===== src/rtl/rob_commit.sv =====
// rob_commit: in-order retire stage behind the ROB head pair.
//
// Looks at the two-slot ROB head (slot 0 older, slot 1 is the delay slot
// when slot 0 is a branch). It commits completed instructions to the
// architectural register file and hands committed stores to the D-side. On
// an exception or a slot-0 mispredict it raises a one-cycle flush with a
// restart PC.
//
// Ports
//   clk, rst           clock, synchronous active-low reset
//   rob_empty          no pair present at the ROB head
//   hd_valid/done/ex/mispred/store  per-slot head status (bit i = slot i)
//   hd_dest/data/pc    per-slot destination, result and PC (slot i at [i*W +: W])
//   hd_target          correct target of a slot-0 branch
//   rob_pop            pop the head pair
//   rf_we/waddr/wdata  two architectural register-file write ports
//   store_req/ack      store handshake with the D-side
//   flush, redirect_pc flush pulse and fetch restart PC
//   exc_valid, exc_epc exception taken, PC of faulting instruction
//   retired_cnt        committed-instruction counter (wraps)
//
// state        | meaning
// S_RUN        | inspecting the head pair each cycle
// S_WAIT_STORE | store issued, holding store_req until store_ack
// S_FLUSH      | one-cycle flush / exception pulse, head ignored
module rob_commit #(
  parameter int DATA_W = 32,
  parameter int REG_W  = 5,
  parameter int CNT_W  = 32
) (
  input  logic                clk,
  input  logic                rst,
  input  logic                rob_empty,
  input  logic [1:0]          hd_valid,
  input  logic [1:0]          hd_done,
  input  logic [1:0]          hd_ex,
  input  logic [1:0]          hd_mispred,
  input  logic [1:0]          hd_store,
  input  logic [2*REG_W-1:0]  hd_dest,
  input  logic [2*DATA_W-1:0] hd_data,
  input  logic [2*DATA_W-1:0] hd_pc,
  input  logic [DATA_W-1:0]   hd_target,
  output logic                rob_pop,
  output logic [1:0]          rf_we,
  output logic [2*REG_W-1:0]  rf_waddr,
  output logic [2*DATA_W-1:0] rf_wdata,
  output logic                store_req,
  input  logic                store_ack,
  output logic                flush,
  output logic [DATA_W-1:0]   redirect_pc,
  output logic                exc_valid,
  output logic [DATA_W-1:0]   exc_epc,
  output logic [CNT_W-1:0]    retired_cnt
);

  typedef enum logic [1:0] {S_RUN, S_WAIT_STORE, S_FLUSH} state_t;

  state_t              r_state;
  logic                r_exc;
  logic [DATA_W-1:0]   r_redirect;
  logic [DATA_W-1:0]   r_epc;
  logic [CNT_W-1:0]    r_cnt;

  logic                w_ready;
  logic                w_ex0;
  logic                w_ex1;
  logic                w_mis;
  logic [1:0]          w_cmask;
  logic                w_need_store;
  logic [CNT_W-1:0]    w_ncommit;
  logic                w_run_ready;
  logic                w_waiting;
  logic                w_commit;

  always_comb begin
    w_ready  = !rob_empty && ((hd_valid & ~hd_done) == 2'b00);
    w_ex0    = hd_valid[0] & hd_ex[0];
    w_ex1    = hd_valid[1] & hd_ex[1] & ~w_ex0;
    w_mis    = hd_valid[0] & hd_mispred[0];
    // Slots that retire: everything older than the first fault.
    if (w_ex0)      w_cmask = 2'b00;
    else if (w_ex1) w_cmask = {1'b0, hd_valid[0]};
    else            w_cmask = hd_valid;
    w_need_store = |(w_cmask & hd_store);
    w_ncommit    = CNT_W'(w_cmask[0]) + CNT_W'(w_cmask[1]);
    // Gating with rst drops store_req and pops as soon as reset is applied.
    w_run_ready  = rst && (r_state == S_RUN) && w_ready;
    w_waiting    = rst && (r_state == S_WAIT_STORE);
    store_req    = w_waiting || (w_run_ready && w_need_store);
    w_commit     = (w_waiting && store_ack) ||
                   (w_run_ready && !w_ex0 && (!w_need_store || store_ack));
    rob_pop      = w_commit;
    rf_we[0]     = w_commit && w_cmask[0] && (hd_dest[0 +: REG_W] != '0);
    rf_we[1]     = w_commit && w_cmask[1] && (hd_dest[REG_W +: REG_W] != '0);
  end

  assign rf_waddr    = hd_dest;
  assign rf_wdata    = hd_data;
  assign flush       = (r_state == S_FLUSH);
  assign exc_valid   = (r_state == S_FLUSH) && r_exc;
  assign redirect_pc = r_redirect;
  assign exc_epc     = r_epc;
  assign retired_cnt = r_cnt;

  always_ff @(posedge clk) begin
    if (!rst) begin
      r_state    <= S_RUN;
      r_exc      <= 1'b0;
      r_redirect <= '0;
      r_epc      <= '0;
      r_cnt      <= '0;
    end else begin
      case (r_state)
        S_RUN, S_WAIT_STORE: begin
          if (w_commit) begin
            r_cnt <= r_cnt + w_ncommit;
            if (w_ex1) begin
              r_state    <= S_FLUSH;
              r_exc      <= 1'b1;
              r_epc      <= hd_pc[DATA_W +: DATA_W];
              r_redirect <= hd_pc[DATA_W +: DATA_W];
            end else if (w_mis) begin
              // Delay slot has already retired alongside the branch.
              r_state    <= S_FLUSH;
              r_exc      <= 1'b0;
              r_redirect <= hd_target;
            end else begin
              r_state <= S_RUN;
            end
          end else if (w_run_ready && w_ex0) begin
            r_state    <= S_FLUSH;
            r_exc      <= 1'b1;
            r_epc      <= hd_pc[0 +: DATA_W];
            r_redirect <= hd_pc[0 +: DATA_W];
          end else if (w_run_ready && w_need_store) begin
            r_state <= S_WAIT_STORE;
          end
        end
        S_FLUSH: begin
          r_state <= S_RUN;
          r_exc   <= 1'b0;
        end
        default: r_state <= S_RUN;
      endcase
    end
  end

  // Only slot 0 may hold a branch, and a pair carries at most one store.
  a_no_mispred_slot1: assert property (@(posedge clk) disable iff (!rst)
    !(!rob_empty && hd_valid[1] && hd_mispred[1]));
  a_one_store: assert property (@(posedge clk) disable iff (!rst)
    !(!rob_empty && (&(hd_valid & hd_store))));

endmodule


===== config.mk =====
export PLATFORM = sky130hd
export DESIGN_NAME = rob_commit
export DESIGN_NICKNAME = d
export VERILOG_FILES = /design/src/rtl/rob_commit.sv
export SDC_FILE = /design/constraint.sdc
export NUM_CORES = 1
export LEC_CHECK = 0
export CORE_ASPECT_RATIO = 0.6
export CORE_MARGIN = 5
export CORE_UTILIZATION = 35
export DETAILED_ROUTE_END_ITERATION = 8
export PLACE_DENSITY = 0.89
export SYNTH_ARGS = -nofsm -noshare
export SYNTH_HDL_FRONTEND = slang
export SYNTH_SLANG_ARGS = --single-unit

===== constraint.sdc =====
create_clock -name clk -period 2.9 [get_ports clk]
set_clock_uncertainty 0.1 [all_clocks]
set_input_delay 0.29 -clock clk [delete_from_list [all_inputs] [get_ports clk]]
set_output_delay 0.29 -clock clk [all_outputs]
set_load 0.1 [all_outputs]

## Word level (Yosys, flattened, before mapping)

Cells that the tools add are included.

- Add/sub/neg operators: 2
- Eq/ne operators: 6
- Multiplexer cells: 18
- Reduce and logical (&&, ||, !) cells: 34
- Bitwise gates (word level): 8

Operators with widths:

| kind | number |
|---|---|
| 32-bit two-way mux | 6 |
| 32-bit by 2-bit adder with 32-bit output | 1 |
| 1-bit logical AND | 14 |
| 2-bit two-way mux | 7 |
| 5-bit nonzero test | 2 |
| 3-bit AND reduction | 3 |
| 1-bit bitwise AND | 4 |
| 2-bit bitwise AND | 2 |
| 2-bit logical NOT | 2 |
| 1-bit two-way mux | 4 |
| 4-bit inequality test (second input constant) | 1 |
| 2-bit AND reduction | 2 |
| 2-bit nonzero test | 2 |
| 2-bit OR reduction | 2 |
| 1-bit logical NOT | 3 |
| 1-bit logical OR | 3 |
| 3-bit by 1-bit inequality test with 1-bit output (second input constant) | 1 |
| 3-bit inequality test (second input constant) | 1 |
| 3-bit nonzero test | 1 |
| 1-bit by 1-bit adder with 2-bit output | 1 |
| 2-bit by 1-bit equality test with 1-bit output (second input constant) | 1 |
| 2-bit equality test (second input constant) | 1 |
| 2-bit by 1-bit inequality test with 1-bit output (second input constant) | 1 |
| 2-bit inverter | 1 |
| 2 further kinds | 2 |

- Bits of input ports: 184
- Register bits: 99
- Logic and storage cells: 73

## Longest topological paths before layout

- Word-level depth: 13
- Gate-level depth with buffers: 10
- Depth with buffers taken out: 10

## Worst setup path before layout

Ideal clock, no wire load.

- Kind: register to output
- Start: reg r_state[1]
- End: out rf_we[0]
- Buffers on the path: 2
- Arrival: 3109 ps
- Stages on the path, launching flop included: 8
- Data required time: 2510 ps
- Path slack: -599 ps
- Cell sequence: dfxtp_1 or4b_4 a221oi_4 a31o_2 nand2_1 clkbuf_1 buf_1 nor2_1

- Longest elaborated chain between the ends: 8
- Elaborated cells between the ends (all ways): 11

RTL lines:

| element | RTL line | text |
|---|---|---|
| start, declared | 58 | `state_t r_state;` |
| start signal, assigned | 107 | `r_state <= S_RUN;` |
| start signal, assigned | 118 | `r_state <= S_FLUSH;` |
| start signal, assigned | 124 | `r_state <= S_FLUSH;` |
| 2-bit logical NOT | 87 | `w_run_ready = rst && (r_state == S_RUN) && w_ready;` |
| 1-bit logical AND (2 in series) | 87 |  |
| 1-bit logical AND (2 in series) | 91 | `(w_run_ready && !w_ex0 && (!w_need_store \|\| store_ack));` |
| 1-bit logical OR * | 90 | `w_commit = (w_waiting && store_ack) \|\|` |
| 1-bit logical AND * (2 in series) | 93 | `rf_we[0] = w_commit && w_cmask[0] && (hd_dest[0 +: REG_W] != '0);` |
| end, declared | 44 | `output logic [1:0] rf_we,` |

Every way passes the cells marked *; elsewhere a longest branch is shown, timed or not.

## Worst setup path in the final report

- Start: in hd_valid[0]
- End: reg r_cnt[24] (netlist: retired_cnt[24])

- Longest elaborated chain between the ends: 12
- Elaborated cells between the ends (all ways): 20

RTL lines:

| element | RTL line | text |
|---|---|---|
| start, declared | 34 | `input logic [1:0] hd_valid,` |
| branches (longest 12 deep; another with 32-bit by 2-bit adder with 32-bit output) | n/a |  |
| end signal, assigned | 116 | `r_cnt <= r_cnt + w_ncommit;` |
| end, declared | 62 | `logic [CNT_W-1:0] r_cnt;` |

Parallel ways; which one is timed is not known.
A chain may end at the register's enable or synchronous reset.

==> reports/metrics.csv <==
stage,metric,value,unit
status,status,"complete, no violations",
cts,CTS tree,yes,
sta,Final period util,98.06,%
detailed_routing,initial drt markers,389,
place,dpl cells,1042,
sta,crit path time final,2844,ps
sta,Finish-stage setup viols,0,
place,PortBufs,230,
cts,CTS sink cnt,99,
detailed_routing,drt drc,0,
synthesis,Synth Net Count,881,
global_route,first-pass GRT wire length,30.86,mm
cells_and_area,multi-input logic area,2919,um2
sta,fin. max-slew vios,0,
cts,Inserted Clock Buffers,9,
cells_and_area,final std cells w/o fill,1062,
power,peak supply drop,395.0,uV
critical_path,Critical Path AT,3000,ps
place,routability cong.,0.8788,
synthesis,Synth Instances,695,
synthesis,synthesized flop and latch total,99,
synthesis,most frequent cell after synthesis,nand2_1,
floorplan,die span in y,107.7,um
sta,Peak Freq,351.6,MHz
cts,Skew-Pair Late Insertion Delay,340,ps
job,max-cap viol count,0,
sta,"Hold Violations, Final",0,
cells_and_area,fillers,1414,
cts,clock transition at the registers of the reported paths,60,ps
critical_path,critical path startpoint category,primary input,
detailed_routing,DR WL/cell,18.98,um
critical_path,worst path cell trace,clkdlybuf4s50_1 -> nor2b_1 -> fa_1 -> ha_1 -> nand2_1 -> or4_4 -> buf_4 -> or3_1 -> a21oi_1,
global_route,vias in the first global route,5637,
power,Tot Pwr,3.890,mW
synthesis,total number of yosys warnings,0,
sta,Max transition margin,46.45,%
synthesis,Mean Syn Cell Area,8.018,um2
detailed_routing,DRT antenna net count,0,
sta,worst slew pin tran,803.3,ps
detailed_routing,via density per instance,5.411,
cts,Clock Path Buffers,2,
synthesis,synth unique cells,47,
critical_path,CP Data Required Time,3060,ps
critical_path,Slowest Stage Delay on Critical Path,520,ps
global_route,largest net degree at the start of global routing,74,
floorplan,Core ar.,15500,um2
power,pwr dens,486.7,nW/um2
detailed_routing,Detailed Routing Iterations Pass 1,5,
global_route,total track usage,20.66,%
synthesis,most frequent cells after synthesis,"nand2_1, dfxtp_1, buf_4",
synthesis,Yosys top cell area share,35.56,%
cells_and_area,utilization after layout,51.57,%
synthesis,"top cells by area, synth","dfxtp_1, mux2i_1, buf_4, nand2_1, a21oi_1",
synthesis,"area leader, netlist",dfxtp_1,
cts,H-Tree Depth,3,
floorplan,row cnt,35,
place,post-DP HPWL,14.82,mm
critical_path,CP Capture Type,register,
floorplan,initial cell density of the core,35.95,%
synthesis,synthesized cell area,5573,um2
cts,hold buffer count at cts,0,
detailed_routing,overall routed net length,20.16,mm
floorplan,die area,18630,um2
power,Lkg Pwr,3.266,nW
sta,worst hold slack,352.5,ps
synthesis,Synth Flop Type,dfxtp_1,
global_route,initial antenna violation count,1,
critical_path,Crit Path Max Fanout,10,
cells_and_area,diode count,0,
cells_and_area,Layout Nets,1041,
cells_and_area,area delta synth->final,43.44,%
detailed_routing,vias,5747,
critical_path,critical path class,in2reg,
floorplan,# IOs,360,
floorplan,DIE WIDTH,172.9,um
cells_and_area,FF+latch area,1998,um2
global_route,grt total ovfl,0,
cells_and_area,layout cells sized above 1,23.52,%
worst_hold_path,Worst Hold Class,reg2reg,
critical_path,Slowest cell on crit path,or4_4,
synthesis,"EDFF count, synth",0,
cts,CTS root buffer,clkbuf_16,
sta,RSZ-0062 raised after global routing,true,
synthesis,sequential cell area fraction in the yosys report,35.56,%
synthesis,async set or reset register ratio after synthesis,0,%
repair_timing:
action	4_1_cts	5_1_grt
gates resized for setup	4	8
setup buffers	1	3
cloned	0	1
setup endpoints to repair	3	28
pin swaps	0	6
where the power goes:
group          internal, mW  switching, mW
Sequential             1.43         0.0386
Clock                 0.666          0.523
Combinational         0.387          0.850
Total                  2.48           1.41
state kept, by name (all words and copies together), names as in the netlist:
signal and cells:
exc_epc 32, r_exc 1, r_state 2, redirect_pc 32, retired_cnt 32
layer usage:
metal	up-vias	GRT usage (%)	wire [um]
li1	2686	-	-
met4	2	4.667	245
met3	27	10.04	2669
met1	2680	25.96	8387
met2	352	32.15	8844
met5	-	0	13
cell type report:
class	instances	share of cell area [%]
clock buffers	11	2.911
clock inverters	4	0.6574
inverters	9	0.4539
multi-input cells	464	36.52
flip-flops and latches	99	25.00
well taps	203	3.177
repair buffers	272	31.29
cells in the final DEF, fill, tap and decap left out, types with 11 or more instances in the layout:
| master | Yosys | final |
|---|---|---|
| a21oi_1 | 48 | 47 |
| a31oi_1 | 33 | 32 |
| buf_12 | 0 | 11 |
| buf_4 | 74 | 139 |
| clkdlybuf4s50_1 | 0 | 116 |
| dfxtp_1 | 99 | 86 |
| dfxtp_2 | 0 | 13 |
| mux2i_1 | 68 | 68 |
| nand2_1 | 122 | 121 |
| nand3_1 | 14 | 13 |
| nor2_1 | 20 | 18 |
| nor3_1 | 34 | 34 |
| o21ai_0 | 25 | 25 |
| o21ai_1 | 15 | 15 |
| xnor2_1 | 12 | 12 |
path summary, 6_finish.rpt:
| path | cells past startpoint | endpoint | from | slack (ps) |
|---|---|---|---|---|
| worst max-delay path | 9 | retired_cnt[24]$_SDFFE_PN0P_ | hd_valid[0] | 60 |
| worst min-delay path | 2 | r_exc$_SDFFE_PN0P_ | r_exc$_SDFFE_PN0P_ | 350 |
| worst max register to register | 8 | retired_cnt[24]$_SDFFE_PN0P_ | r_state[1]$_SDFFE_PN0P_ | 80 |
| worst min register to register | 2 | r_exc$_SDFFE_PN0P_ | r_exc$_SDFFE_PN0P_ | 350 |
stage by stage:
stage | TNS [ps] | setup WS [ps] | cell area, um2
6_report | 0 | 56.23 | 7994
4_1_cts | 0 | 6.518 | 7914
5_1_grt | -35.47 | -28.41 | 7994
3_5_place_dp | -17890 | -324.3 | 7607
2_1_floorplan | -182.8 | -182.8 | 5608
3_3_place_gp | -13380 | -252.6 | 7607
worst max-delay path, delay by kind of cell:
| family | cells | cell delay [ps] |
|---|---|---|
| buffers and inverters | 2 | 680 |
| AOI/OAI and AO/OA | 1 | 170 |
| and+or+nand+nor | 4 | 1380 |
| adders and majority gates | 2 | 470 |
logic make-up after synthesis:
group                      count (synthesis)  share of synthesized area (%)
AOI/OAI and AO/OA                        136                          14.12
xor gates and xnor gates                  14                          2.200
adders and majority gates                  2                         0.5837
buffers and inverters                    132                          14.10
DFF                                       99                          35.56
muxes                                     68                          12.21
and+or+nand+nor                          244                          21.22
Power figures use the tool's default switching activity.
